<file path="src/rtl/lcd_msg_sequencer.sv">
// HD44780 message sequencer: power-up wait, init bytes, then redraws one of NUM_MSG stored messages on request.
// Define LCD_TWO_LINE_EN for a 2x16 display (32 chars per message, 0xC0 between the two halves).
module lcd_msg_sequencer #(
  parameter int NUM_MSG = 8,
  parameter int T_EN    = 25,
  parameter int T_CMD   = 2500,
  parameter int T_CLR   = 100000,
  parameter int T_PWR   = 2000000,
  localparam int CMD_W  = (NUM_MSG > 2) ? $clog2(NUM_MSG) : 1
) (
  input  logic             clk,
  input  logic             rstb,
  input  logic [CMD_W-1:0] cmd,
  input  logic             cmd_valid,
  output logic             cmd_ready,
  output logic             done,
  output logic             err,
  output logic [CMD_W+4:0] rom_addr,
  input  logic [7:0]       rom_char,
  output logic [7:0]       lcd_data,
  output logic             lcd_rs,
  output logic             lcd_rw,
  output logic             lcd_en
);

  localparam int T_MAX_A = (T_PWR > T_CLR) ? T_PWR : T_CLR;
  localparam int T_MAX_B = (T_CMD > T_EN) ? T_CMD : T_EN;
  localparam int T_MAX   = (T_MAX_A > T_MAX_B) ? T_MAX_A : T_MAX_B;
  localparam int CNT_W   = $clog2(T_MAX + 1);
  localparam logic [CMD_W:0] MSG_LIMIT = (CMD_W+1)'(NUM_MSG);

`ifdef LCD_TWO_LINE_EN
  localparam logic [7:0] FUNC_SET = 8'h38;
`else
  localparam logic [7:0] FUNC_SET = 8'h30;
`endif

  typedef enum logic [2:0] {
    S_PWR_WAIT, S_INIT, S_IDLE, S_CLEAR, S_HOME, S_CHARS, S_LINE2, S_CHARS2
  } state_t;

  typedef enum logic [1:0] {P_SETUP, P_EN, P_WAIT} phase_t;

  state_t           state, state_n;
  phase_t           phase, phase_n;
  logic [CNT_W-1:0] cnt, cnt_n;
  logic [1:0]       init_idx, init_idx_n;
  logic [4:0]       char_idx, char_idx_n;
  logic [7:0]       data_q, data_n;
  logic             rs_n;
  logic [CMD_W-1:0] cmd_q, cmd_q_n, last_idx, last_idx_n;
  logic             last_valid, last_valid_n;
  logic             done_n, err_n;
  logic             slot_end, finish, is_char, cmd_oob;

  assign is_char  = (state == S_CHARS) || (state == S_CHARS2);
  assign cmd_oob  = ({1'b0, cmd} >= MSG_LIMIT);
  assign rom_addr = {cmd_q, char_idx};
  assign lcd_rw   = 1'b0;
  // The ROM is combinational, so the char is shown directly during setup and held in data_q afterwards.
  assign lcd_data = (is_char && phase == P_SETUP) ? rom_char : data_q;

  always_ff @(posedge clk) begin
    if (!rstb) begin
      state      <= S_PWR_WAIT;
      phase      <= P_SETUP;
      cnt        <= CNT_W'(T_PWR - 1);
      init_idx   <= '0;
      char_idx   <= '0;
      data_q     <= '0;
      lcd_rs     <= 1'b0;
      lcd_en     <= 1'b0;
      cmd_ready  <= 1'b0;
      done       <= 1'b0;
      err        <= 1'b0;
      cmd_q      <= '0;
      last_idx   <= '0;
      last_valid <= 1'b0;
    end else begin
      state      <= state_n;
      phase      <= phase_n;
      cnt        <= cnt_n;
      init_idx   <= init_idx_n;
      char_idx   <= char_idx_n;
      data_q     <= data_n;
      lcd_rs     <= rs_n;
      lcd_en     <= (phase_n == P_EN);
      cmd_ready  <= (state_n == S_IDLE);
      done       <= done_n;
      err        <= err_n;
      cmd_q      <= cmd_q_n;
      last_idx   <= last_idx_n;
      last_valid <= last_valid_n;
    end
  end

  always_comb begin
    state_n      = state;
    phase_n      = phase;
    cnt_n        = cnt;
    init_idx_n   = init_idx;
    char_idx_n   = char_idx;
    data_n       = data_q;
    rs_n         = lcd_rs;
    cmd_q_n      = cmd_q;
    last_idx_n   = last_idx;
    last_valid_n = last_valid;
    done_n       = 1'b0;
    err_n        = 1'b0;
    slot_end     = 1'b0;
    finish       = 1'b0;

    case (state)
      S_PWR_WAIT: begin
        if (cnt == '0) begin
          state_n    = S_INIT;
          phase_n    = P_SETUP;
          data_n     = FUNC_SET;
          rs_n       = 1'b0;
          init_idx_n = '0;
        end else begin
          cnt_n = cnt - 1'b1;
        end
      end
      S_IDLE: begin
        if (cmd_valid && cmd_ready) begin
          cmd_q_n = cmd;
          if (cmd_oob) begin
            err_n  = 1'b1;
            done_n = 1'b1;
          end else if (last_valid && cmd == last_idx) begin
            done_n = 1'b1;
          end else begin
            state_n    = S_CLEAR;
            phase_n    = P_SETUP;
            data_n     = 8'h01;
            rs_n       = 1'b0;
            char_idx_n = '0;
          end
        end
      end
      default: begin
        case (phase)
          P_SETUP: begin
            phase_n = P_EN;
            cnt_n   = CNT_W'(T_EN - 1);
            if (is_char) data_n = rom_char;
          end
          P_EN: begin
            if (cnt == '0) begin
              phase_n = P_WAIT;
              cnt_n   = (!lcd_rs && data_q == 8'h01) ? CNT_W'(T_CLR - 1) : CNT_W'(T_CMD - 1);
            end else begin
              cnt_n = cnt - 1'b1;
            end
          end
          P_WAIT: begin
            if (cnt == '0) slot_end = 1'b1;
            else           cnt_n = cnt - 1'b1;
          end
          default: phase_n = P_SETUP;
        endcase
      end
    endcase

    if (slot_end) begin
      phase_n = P_SETUP;
      case (state)
        S_INIT: begin
          init_idx_n = init_idx + 1'b1;
          case (init_idx)
            2'd0:    data_n  = 8'h0C;
            2'd1:    data_n  = 8'h06;
            2'd2:    data_n  = 8'h01;
            default: state_n = S_IDLE;
          endcase
        end
        S_CLEAR: begin
          state_n = S_HOME;
          data_n  = 8'h80;
        end
        S_HOME: begin
          state_n    = S_CHARS;
          rs_n       = 1'b1;
          char_idx_n = '0;
        end
        S_CHARS: begin
          char_idx_n = char_idx + 1'b1;
          if (char_idx == 5'd15) begin
`ifdef LCD_TWO_LINE_EN
            state_n = S_LINE2;
            data_n  = 8'hC0;
            rs_n    = 1'b0;
`else
            finish  = 1'b1;
`endif
          end
        end
        S_LINE2: begin
          state_n = S_CHARS2;
          rs_n    = 1'b1;
        end
        S_CHARS2: begin
          char_idx_n = char_idx + 1'b1;
          if (char_idx == 5'd31) finish = 1'b1;
        end
        default: state_n = S_IDLE;
      endcase
    end

    if (finish) begin
      state_n      = S_IDLE;
      done_n       = 1'b1;
      last_idx_n   = cmd_q;
      last_valid_n = 1'b1;
    end
  end

endmodule

</file>
<file path="config.mk">
export PLATFORM = sky130hd
export DESIGN_NAME = lcd_msg_sequencer
export DESIGN_NICKNAME = d
export VERILOG_FILES = /design/src/rtl/lcd_msg_sequencer.sv
export SDC_FILE = /design/constraint.sdc
export NUM_CORES = 1
export LEC_CHECK = 0
export CAP_MARGIN = 10
export CORE_ASPECT_RATIO = 0.9
export CORE_UTILIZATION = 50
export DETAILED_ROUTE_END_ITERATION = 10
export PLACE_DENSITY = 0.72
export REMOVE_ABC_BUFFERS = 1
export SKIP_CTS_REPAIR_TIMING = 1
export SYNTH_ARGS = -nofsm -noshare
export SYNTH_HDL_FRONTEND = slang
export SYNTH_SLANG_ARGS = --single-unit
export TNS_END_PERCENT = 100
</file>
<file path="constraint.sdc">
create_clock -name clk -period 4.1 [get_ports clk]
set_input_delay 0.615 -clock clk [delete_from_list [all_inputs] [get_ports clk]]
set_output_delay 0.615 -clock clk [all_outputs]
set_load 0.01 [all_outputs]
</file>
# ---- After elaboration in Yosys (flattened, before gate mapping)
# Cells that the tools add are included.
dict set report classes {
  n_eq_ne 17
  muxes 56
  n_reduce_logical 17
  n_bitwise 1
  n_addsub 3
}
# operator count
set op_table {}
lappend op_table {{21-bit case mux with 3 select lines} 1}
lappend op_table {{8-bit two-way mux} 7}
lappend op_table {{21-bit two-way mux} 2}
lappend op_table {{21-bit case mux with 2 select lines} 1}
lappend op_table {{8-bit case mux with 2 select lines} 2}
lappend op_table {{8-bit case mux with 3 select lines} 1}
lappend op_table {{21-bit zero test} 1}
lappend op_table {{21-bit by 1-bit subtractor with 21-bit output (second input constant)} 1}
lappend op_table {{5-bit two-way mux} 4}
lappend op_table {{2-bit two-way mux} 9}
lappend op_table {{3-bit two-way mux} 6}
lappend op_table {{17-bit two-way mux} 1}
lappend op_table {{1-bit two-way mux} 15}
lappend op_table {{3-bit case mux with 5 select lines} 1}
lappend op_table {{3-bit == test (second input constant)} 4}
lappend op_table {{5-bit case mux with 2 select lines} 1}
lappend op_table {{3-bit by 2-bit == test with 1-bit output (second input constant)} 3}
lappend op_table {{8-bit by 1-bit == test with 1-bit output (second input constant)} 1}
lappend op_table {{2-bit by 1-bit == test with 1-bit output (second input constant)} 3}
lappend op_table {{2-bit case mux with 3 select lines} 1}
lappend op_table {{3-bit case mux with 2 select lines} 1}
lappend op_table {{2-bit OR reduction} 3}
lappend op_table {{5-bit by 1-bit adder with 5-bit output (second input constant)} 1}
lappend op_table {{5-bit by 4-bit == test with 1-bit output (second input constant)} 1}
lappend op_table {{16 further kinds} 23}
dict set report totals {
  word_cells 107
  register_bits 52
  in_bits 14
  out_inout_bits 22
}

# ---- Longest topological paths before layout
# Gate-level depths: netlist of run 1.
dict set report depth {
  word_depth 10
  depth_mapped 11
  ltp_nobuf 10
}

# ---- Least setup slack after synthesis of run 1
# Ideal clock, no wire load.
dict set report synth_path {
  kind {reg-to-reg}
  from {register cnt[12]}
  to {register cnt[0]}
  t_arrival_ns 2.654
  synth_period_minus_slack_ns 2.791
  path_buffers 2
  slack_ns 1.309
  path_stages_with_launch 12
  t_required_ns 3.964
  setup_ns 0.136
  cell_sequence {dfxtp_1 or4_4 or3_1 buf_6 nor2_2 inv_2 clkbuf_1 ha_1 nand2_1 o21ai_0 a221oi_1 o21ai_0}
}
dict set report synth_via {
  elab_chain_len 4
  word_cells_on_any_way 5
  cone_classes {mux: 4; reduce/logical: 1}
}
# item line
set synth_lines {}
lappend synth_lines {{from (decl)} 46} ;# logic [CNT_W-1:0] cnt, cnt_n;
lappend synth_lines {{from (signal assigned)} 67} ;# cnt <= CNT_W'(T_PWR - 1);
lappend synth_lines {{from (signal assigned)} 82} ;# cnt <= cnt_n;
lappend synth_lines {{21-bit zero test *} {115, 150, 158}}
lappend synth_lines {{21-bit two-way mux, on equally long branches} n/a}
lappend synth_lines {{21-bit case mux with 3 select lines} 143} ;# case (phase)
lappend synth_lines {{21-bit case mux with 2 select lines *} 113} ;# case (state)
# Mark *: on every way between the ends. The rest lies on a longest branch, timed or not.
# A chain may end at the register's enable or synchronous reset.

# ---- Worst setup path after layout of run 1
dict set report layout_path {
  from {register cnt[2]}
  to {register cnt[0]}
}
# Same word-level chain as after synthesis.

==> flow_summary.toml, run 1 <==
[run_status]
status = "finished, final reports clean"

[route]
first_pass_iters = 5
num_vias = 3160
ant_nets = 0
routedWlPerCell_microns = 16.36
first_iter_violations = 299
vias_per_cell = 6.124
drcViolationCount = 0
routed_wl_microns = 8440

[job]
maxCapViolations = 0

[yosys]
synth_area_leaders = "dfxtp_1, nor2_1, a21oi_1"
yosysTopAreaCell = "dfxtp_1"
synth-async-reset-ratio = 0
ys.warnings.count = 0
avgSynthCellArea_sq_um = 7.831
synth_edf_count = 0
syn_area_sq_um = 3148
yosysSeqAreaShare = 0.3307
syn_inst = 402
synth_cell_types = 62
synth_top_area_frac = 0.3307
synth_ff_type = "dfxtp_1"
synth_seq_cells = 52

[setup_path]
ff2ff_setup_slack_ns = 0.89
reg2reg_depth = 9
cp.arrival_ns = 3.40
critPathLaunchType = "flip-flop"
endpoint_kind = "flip-flop"
crit_required_ns = 4.29
cp_max_fo = 13
crit_type = "reg -> reg"

[sta]
fmax_mhz = 311.3
finalCritPeriodShare = 0.7834
finalHoldViolCount = 0
slew_viol_final = 0
final.setup.tns_ns = 0
skew_ns = 0.008385
setup_viol_count_final = 0
tightest_slew_ns = 0.8148
slew-limit-headroom = 0.4526
rsz0062_at_grt = "false"
layout_min_cycle_time_ns = 3.212

[layout]
multiInputGateArea_sq_um = 1967
syn_to_final_growth_pct = 16.49
antenna_cells = 0
seq_area_sq_um = 1041
final_core_util = 0.5998
fin_nets = 453
n_fill_cell = 606
drive_gt1_frac = 0.09790

[pwr]
p_leak_nw = 1.200
peakVddDrop_mv = 0.1412
power-per-cell-area_nw_per_um2 = 256.3
power.total_mw = 0.9400

[cts]
tritoncts = "done"
root_buffer = "clkbuf_8"
cts-buffers-inserted = 5
clkTransAtPathRegs_ns = 0.10
clockBufferDepth = 2
h-tree-depth = 2
clk_latency_ns = 0.31
clock_sinks = 52

[place]
port_buffers = 33
hpwl_microns = 5953
gp_congestion = 0.9390

[floorplanning]
num_rows = 27
die_x_microns = 85.64
pin_count = 36
dieArea_sq_um = 6618
core_sq_um = 6115
initial_utilization = 0.5148
die_y_microns = 77.28

[global_route]
grt-ovfl-total = 0
grt_usage = 0.2614
grt_pass1_vias = 2758
grt_start_max_net_pins = 25
antenna_found_initial = 0
grt_pass1_wl_microns = 13680

[worst_hold_path]
hold_class = "reg -> reg"
min_delay_path_depth = 2
-- critical path, stage by stage, from the launching register on --
cell,delay [ns]
dfxtp_1,0.37
nor4_1,0.66
nand4b_1,0.50
nor2_2,0.52
inv_2,0.23
ha_1,0.34
nand2_1,0.07
o21ai_0,0.07
a221oi_1,0.23
o21ai_0,0.10
-- through the flow --
stage / instance area [sq um] / instances / setup slack, ns / hold WS [ns]
CTS: 3667 / 516 / 0.9277 / 0.4971
detailed placement: 3541 / 508 / 0.9455 / 0.4747
global route: 3667 / 516 / 0.5997 / 0.5178
floorplan: 3049 / 382 / 1.030 / 0.4400
global placement: 3541 / 508 / 1.150 / 0.4546
finish: 3667 / 516 / 0.8882 / 0.4913
-- flip-flops by register name, indices dropped and copies added, names as in the netlist, 2 cells and up --
register / cells
char_idx: 5
cmd_q: 3
cnt: 21
data_q: 8
init_idx: 2
last_idx: 3
phase: 2
state: 3
-- per-layer routing --
| metal | wire, microns | part of all wire | track usage | vias up |
|---|---|---|---|---|
| met1 | 4019 | 0.48 | 0.3693 | 1513 |
| li1 | - | - | - | 1533 |
| met4 | 55 | 0.0065 | 0.05000 | 0 |
| met2 | 3813 | 0.45 | 0.4128 | 106 |
| met5 | 0 | 0 | 0 | - |
| met3 | 551 | 0.065 | 0.05382 | 8 |
-- cell type report --
| class | count | area share |
|---|---|---|
| clock inverter | 1 | 0.008188 |
| multi-input combinational | 317 | 0.5363 |
| clock buffer | 7 | 0.02627 |
| inverter | 13 | 0.01331 |
| sequential | 52 | 0.2839 |
| timing repair buffer | 39 | 0.1024 |
| tap | 87 | 0.02968 |
-- power by group --
group          leakage, nW  switching [mW]  internal (mW)
logic                0.716          0.0172         0.0186
clock network       0.0645           0.178          0.216
registers            0.420         0.00304          0.507
-- logic make-up (layout without fill, tap and decap cells) --
group | Yosys count | after routing | synth area share
AND/OR/NAND/NOR | 172 | 172 | 0.2790
buffers and inverters | 34 | 60 | 0.04808
XOR/XNOR | 8 | 8 | 0.02226
flip-flops | 52 | 52 | 0.3307
multiplexers | 16 | 16 | 0.05445
other | 1 | 2 | 0.001191
AO/OA/AOI/OAI | 108 | 108 | 0.2206
adder cells (fa/ha/maj) | 11 | 11 | 0.04372
-- cells in the mapped netlist, types with 3 or more instances --
| library cell | instances |
|---|---|
| a21oi_1 | 28 |
| a22oi_1 | 5 |
| a31o_2 | 3 |
| ha_1 | 11 |
| xnor2_1 | 4 |
| mux2_2 | 8 |
| xor2_1 | 4 |
| nor2_1 | 42 |
| or4_1 | 6 |
| o22ai_1 | 4 |
| clkbuf_1 | 15 |
| or2_2 | 6 |
| nor3_1 | 21 |
| nand3_1 | 16 |
| a31oi_1 | 7 |
| o311ai_0 | 3 |
| dfxtp_1 | 52 |
| mux2i_1 | 7 |
| nor2b_1 | 3 |
| nand2_1 | 36 |
| nor4_1 | 9 |
| o21ai_0 | 28 |
| or3_1 | 7 |
| inv_1 | 12 |
| a211oi_1 | 4 |
| a311oi_1 | 3 |
| o31ai_1 | 5 |
| nand2b_1 | 3 |
| and2_1 | 3 |
| o211ai_1 | 5 |
| nand4_1 | 4 |
-- cells in the final DEF, fill, tap and decap left out, types with 4 or more instances in the layout --
cell type	instances
nand4_1	4
buf_4	6
or4_1	6
xor2_1	4
a31oi_1	7
o31ai_1	5
a22oi_1	5
xnor2_1	4
nor4_1	9
or2_2	6
mux2i_1	7
clkbuf_8	7
o22ai_1	4
nor2_1	42
mux2_2	8
a211oi_1	4
a21oi_1	28
o21ai_0	28
or3_1	7
nand3_1	16
dfxtp_1	52
o211ai_1	5
inv_1	12
nor3_1	21
clkdlybuf4s50_1	33
nand2_1	36
ha_1	11
-- path summary, 6_finish.rpt --
kind,to,start
worst max-delay path,cnt[0],cnt[2]
worst min-delay path,last_valid,last_valid
worst max register to register,cnt[0],cnt[2]
worst min register to register,last_valid,last_valid
Note: power is estimated with default switching activity, not from simulation.
==> run 2: changes to the inputs <==
==> constraint.sdc (replaced) <==
create_clock -name clk -period 3.4 [get_ports clk]
set_input_delay 0.51 -clock clk [delete_from_list [all_inputs] [get_ports clk]]
set_output_delay 0.51 -clock clk [all_outputs]
set_load 0.01 [all_outputs]
==> run 2 against run 1 <==
Against the previous run:
- design area is 0.92% higher
- global-route usage down 0.15 points
- clock power up 11%
- die area did not move
- critical endpoint is now lcd_data[5]
- highest routed layer unchanged
==> flow_summary.toml, run 2 (synthesis results as in run 1) <==
[route]
first_iter_violations = 353
routed_wl_microns = 8355
drcViolationCount = 0
num_vias = 3168
ant_nets = 0
routedWlPerCell_microns = 15.98
vias_per_cell = 6.057
first_pass_iters = 5

[sta]
fmax_mhz = 345.6
slew_viol_final = 0
skew_ns = 0.007616
finalCritPeriodShare = 0.8510
finalHoldViolCount = 0
setup_viol_count_final = 0
slew-limit-headroom = 0.5015
rsz0062_at_grt = "false"
final.setup.tns_ns = 0
layout_min_cycle_time_ns = 2.893
tightest_slew_ns = 0.7421

[layout]
final_cell_mix = "dfxtp_1, nor2_1, nand2_1, clkdlybuf4s50_1"
top_regs = "cnt: 21 flops, data_q: 8 flops, char_idx: 5 flops"
regMostFlops = "cnt"
antenna_cells = 0
syn_to_final_growth_pct = 17.57
drive_gt1_frac = 0.1101
largest_reg_flops = 21
final_common_cell = "dfxtp_1"
fin_nets = 460
n_fill_cell = 552

[setup_path]
critPathLaunchType = "flip-flop"
crit_type = "reg -> out"
cp_num_buf_inv = 2
crit_required_ns = 2.89
endpoint = "lcd_data[5]"
reg2reg_depth = 9
worstPathCellList = "inv_1 > ha_1 > nand3_1 > mux2_2 > clkdlybuf4s50_1"
endpoint_kind = "primary output"
cp.arrival_ns = 2.38
crit_cells = 5
r2r_start = "cnt[12]"
cp_slowest_stage_delay_ns = 0.48
critPathTopFamily = "buffers and inverters"
startpoint = "phase[0]"
cp_slowest_cell = "clkdlybuf4s50_1"
r2r_end = "cnt[0]"
cp_max_fo = 8
ff2ff_setup_slack_ns = 0.62

[floorplanning]
die_y_microns = 77.28
die_x_microns = 85.64
pin_count = 36
initial_utilization = 0.5148
dieArea_sq_um = 6618
num_rows = 27
core_sq_um = 6115

[global_route]
grt_pass1_vias = 2882
grt_pass1_wl_microns = 13830
antenna_found_initial = 0
grt_start_max_net_pins = 24
grt_usage = 0.2598
grt-ovfl-total = 0

[run_status]
status = "finished, final reports clean"

[cts]
root_buffer = "clkbuf_8"
h-tree-depth = 2
clock_sinks = 52
cts-buffers-inserted = 5
clkTransAtPathRegs_ns = 0.10
clockBufferDepth = 2
clk_latency_ns = 0.32
tritoncts = "done"

[pwr]
power_frac_seq = 0.562
power_frac_clock = 0.398
power.total_mw = 1.096
pwr-share-comb = 0.040
p_int_mw = 0.8538
p_leak_nw = 1.228
peakVddDrop_mv = 0.1974
swShare = 0.2209
power.net_switching_mw = 0.2421
power-per-cell-area_nw_per_um2 = 296.1

[place]
gp_congestion = 0.9202
port_buffers = 33
hpwl_microns = 6034

[job]
maxCapViolations = 0

[worst_hold_path]
hold_class = "reg -> reg"
[run 2: area by class of cell]
class / instances / area (sq um) / area share
Timing Repair Buffer: 46 / 427.9 / 0.1156
Multi-Input combinational cell: 317 / 1967 / 0.5314
Clock inverter: 2 / 35.03 / 0.009466
Tap cell: 87 / 108.9 / 0.02941
Inverter: 13 / 48.80 / 0.01318
Sequential cell: 52 / 1041 / 0.2813
Clock buffer: 6 / 72.57 / 0.01961
[run 2: how the worst min path moves through the flow]
| stage | startpoint | endpoint | slack (ns) | cells past startpoint |
|---|---|---|---|---|
| 6_report | last_valid | last_valid | 0.50 | 2 |
| 5_1_grt | last_valid | last_valid | 0.52 | 2 |
| 4_1_cts | last_valid | last_valid | 0.50 | 2 |
| 3_5_place_dp | last_valid | last_valid | 0.48 | 2 |
| 3_3_place_gp | last_valid | last_valid | 0.47 | 2 |
| 2_1_floorplan | last_valid | last_valid | 0.44 | 2 |
[run 2: through the flow]
| stage | std cells | worst slack (ns) | utilization | hold slack, ns | cell area (sq um) |
|---|---|---|---|---|---|
| floorplan | 382 | 0.3303 | - | 0.4400 | 3049 |
| CTS | 523 | 0.5019 | 0.6053 | 0.4996 | 3701 |
| detailed placement | 515 | 0.6562 | 0.5877 | 0.4787 | 3593 |
| finish | 523 | 0.5067 | 0.6053 | 0.4999 | 3701 |
| global placement | 515 | 0.7016 | 0.5877 | 0.4745 | 3593 |
| global route | 523 | 0.3744 | 0.6053 | 0.5246 | 3701 |
[run 2: routing by layer]
layer / up-vias / track usage / routed length, microns
met5: - / 0 / 0
met4: 0 / 0.09000 / 172
met3: 21 / 0.03445 / 591
met2: 140 / 0.4088 / 3688
met1: 1465 / 0.3639 / 3903
li1: 1542 / - / -
[run 2: power by group through the flow]
stage	clock network, mW	logic [mW]	registers [mW]
finish	0.436	0.0443	0.616
global placement	0	0.0435	0.629
detailed placement	0	0.0442	0.630
CTS	0.443	0.0443	0.616
global route	0.464	0.0490	0.616
floorplan	0	0.0183	0.628
[run 2: tightest hold or removal path, delay by kind of cell, from the launching register on]
family / cells / cell delay, ns
flops: 1 / 0.35
simple gates: 2 / 0.12
==> run 3: changes to the inputs <==
--- a/config.mk
+++ b/config.mk
@@ -7,6 +7,7 @@
 export LEC_CHECK = 0
 export CAP_MARGIN = 10
 export CORE_ASPECT_RATIO = 0.9
+export CORE_MARGIN = 2
 export CORE_UTILIZATION = 50
 export DETAILED_ROUTE_END_ITERATION = 10
 export PLACE_DENSITY = 0.72
==> run 3 against run 2 <==
Against the previous run:
- worst hold slack lost 0.014 ns
- via count barely moved
- largest cell class unchanged
- flip-flop and latch count did not move
- highest routed layer unchanged
- sequential share of layout area rose by 0.076 points
- fmax rose by 1.0%
- count of clock-buffer cells in the layout shrank 1
- first-iteration DRC count is 8.8% higher
- largest power group unchanged
- setup slack better by 0.029 ns
- die area grew 5.0%
- global-route usage is 0.48 points lower
- total power decreased by 6.9%
- clock skew grew 0.0065 ns
==> flow_summary.toml, run 3 (synthesis results as in run 1) <==
[route]
ant_nets = 0
routedWlPerCell_microns = 16.26
drcViolationCount = 0
num_vias = 3169
routed_wl_microns = 8520
first_iter_violations = 384
vias_per_cell = 6.048
first_pass_iters = 6

[layout]
drive_gt1_frac = 0.1144
largest_reg_flops = 21
final_cell_mix = "dfxtp_1, nor2_1, nand2_1, clkdlybuf4s50_1"
final_area_sq_um = 3691
antenna_cells = 0
regMostFlops = "cnt"
final_common_cell = "dfxtp_1"
fin_nets = 461
top_regs = "cnt: 21 flops, data_q: 8 flops, char_idx: 5 flops"
syn_to_final_growth_pct = 17.25

[place]
placed_area_sq_um = 3601
port_buffers = 33
place_ws_ns = 0.6489
hpwl_microns = 6153
gp_congestion = 0.9130

[cts]
clk_latency_ns = 0.31
clock_sinks = 52
tritoncts = "done"
clkTransAtPathRegs_ns = 0.11
cts-buffers-inserted = 5
h-tree-depth = 2
root_buffer = "clkbuf_8"
clockBufferDepth = 2

[global_route]
grt_start_max_net_pins = 24
grt_pass1_vias = 2905
grt-ovfl-total = 0
antenna_found_initial = 0
grt_pass1_wl_microns = 14120
grt_usage = 0.2550

[setup_path]
cp_slowest_cell = "clkdlybuf4s50_1"
critPathLaunchType = "flip-flop"
crit_type = "reg -> out"
reg2reg_depth = 9
r2r_start = "cnt[12]"
endpoint = "lcd_data[0]"
cp.arrival_ns = 2.35
ff2ff_setup_slack_ns = 0.61
r2r_end = "cnt[0]"
startpoint = "phase[0]"
worstPathCellList = "inv_1 > ha_1 > nand3_1 > mux2_2 > clkdlybuf4s50_1"
crit_required_ns = 2.89
cp_max_fo = 8
cp_slowest_stage_delay_ns = 0.48
endpoint_kind = "primary output"

[sta]
finalCritPeriodShare = 0.8426
tightest_slew_ns = 0.8094
finalHoldViolCount = 0
fmax_mhz = 349.1
rsz0062_at_grt = "false"
slew-limit-headroom = 0.4604
setup_viol_count_final = 0
final.setup.tns_ns = 0
slew_viol_final = 0
skew_ns = 0.01414
setup_slack_ns = 0.5352
layout_min_cycle_time_ns = 2.865

[pwr]
power-per-cell-area_nw_per_um2 = 276.3
peakVddDrop_mv = 0.2174
p_leak_nw = 1.219

[floorplanning]
dieArea_sq_um = 6948
die_x_microns = 87.64
initial_utilization = 0.5148
die_y_microns = 79.28
core_sq_um = 6115
num_rows = 27
pin_count = 36

[worst_hold_path]
hold_start = "last_valid"
hold_class = "reg -> reg"

[run_status]
status = "finished, final reports clean"

[job]
maxCapViolations = 0
[run 3: cell count changes in the layout (fill, tap and decap cells not counted), sizes merged]
cell	change
clkinvlp	+1
buf	+1
bufinv	-1
inv	+1
clkbuf	-1
[run 3: through the flow]
step	util	power (mW)	hold slack (ns)	instances
after detailed placement	0.5889	0.6741	0.4678	516
after floorplan	-	0.6467	0.4400	382
after global placement	0.5889	0.6733	0.4620	516
after CTS	0.6036	1.032	0.4930	524
after global routing	0.6036	1.057	0.5092	524
final	0.6036	1.020	0.4857	524
[run 3: routing by layer]
layer  vias to the layer above  GRT usage  part of all wire
li1                       1547          -                 -
met1                      1477     0.3698              0.48
met2                       125     0.3909              0.43
met3                        20    0.04366             0.071
met4                         0    0.06462             0.017
met5                         -          0                 0
[run 3: worst max-delay path: cells and delay by family (launching register included)]
kind | cells | cell delay (ns)
and+or+nand+nor | 1 | 0.33
muxes | 1 | 0.40
DFF | 1 | 0.42
adders and majority gates | 1 | 0.30
buffers and inverters | 2 | 0.58
[run 3: layout make-up]
class	count	area, sq um
inverter	13	48.80
sequential	52	1041
timing repair buffer	47	435.4
clock inverter	3	21.27
fill	549	2424
tap	87	108.9
multi-input combinational	317	1967
clock buffer	5	68.82
[run 3: where the power goes]
| group | total, mW | switching, mW | internal [mW] |
|---|---|---|---|
| clock network | 0.359 | 0.213 | 0.147 |
| registers | 0.616 | 0.00404 | 0.612 |
| logic | 0.0446 | 0.0214 | 0.0231 |
[run 3: worst min path at each step]
stage | end | slack [ns] | cells past startpoint
5_1_grt | last_valid | 0.51 | 2
4_1_cts | last_valid | 0.49 | 2
2_1_floorplan | last_valid | 0.44 | 2
3_3_place_gp | last_valid | 0.46 | 2
6_report | last_valid | 0.49 | 2
3_5_place_dp | last_valid | 0.47 | 2
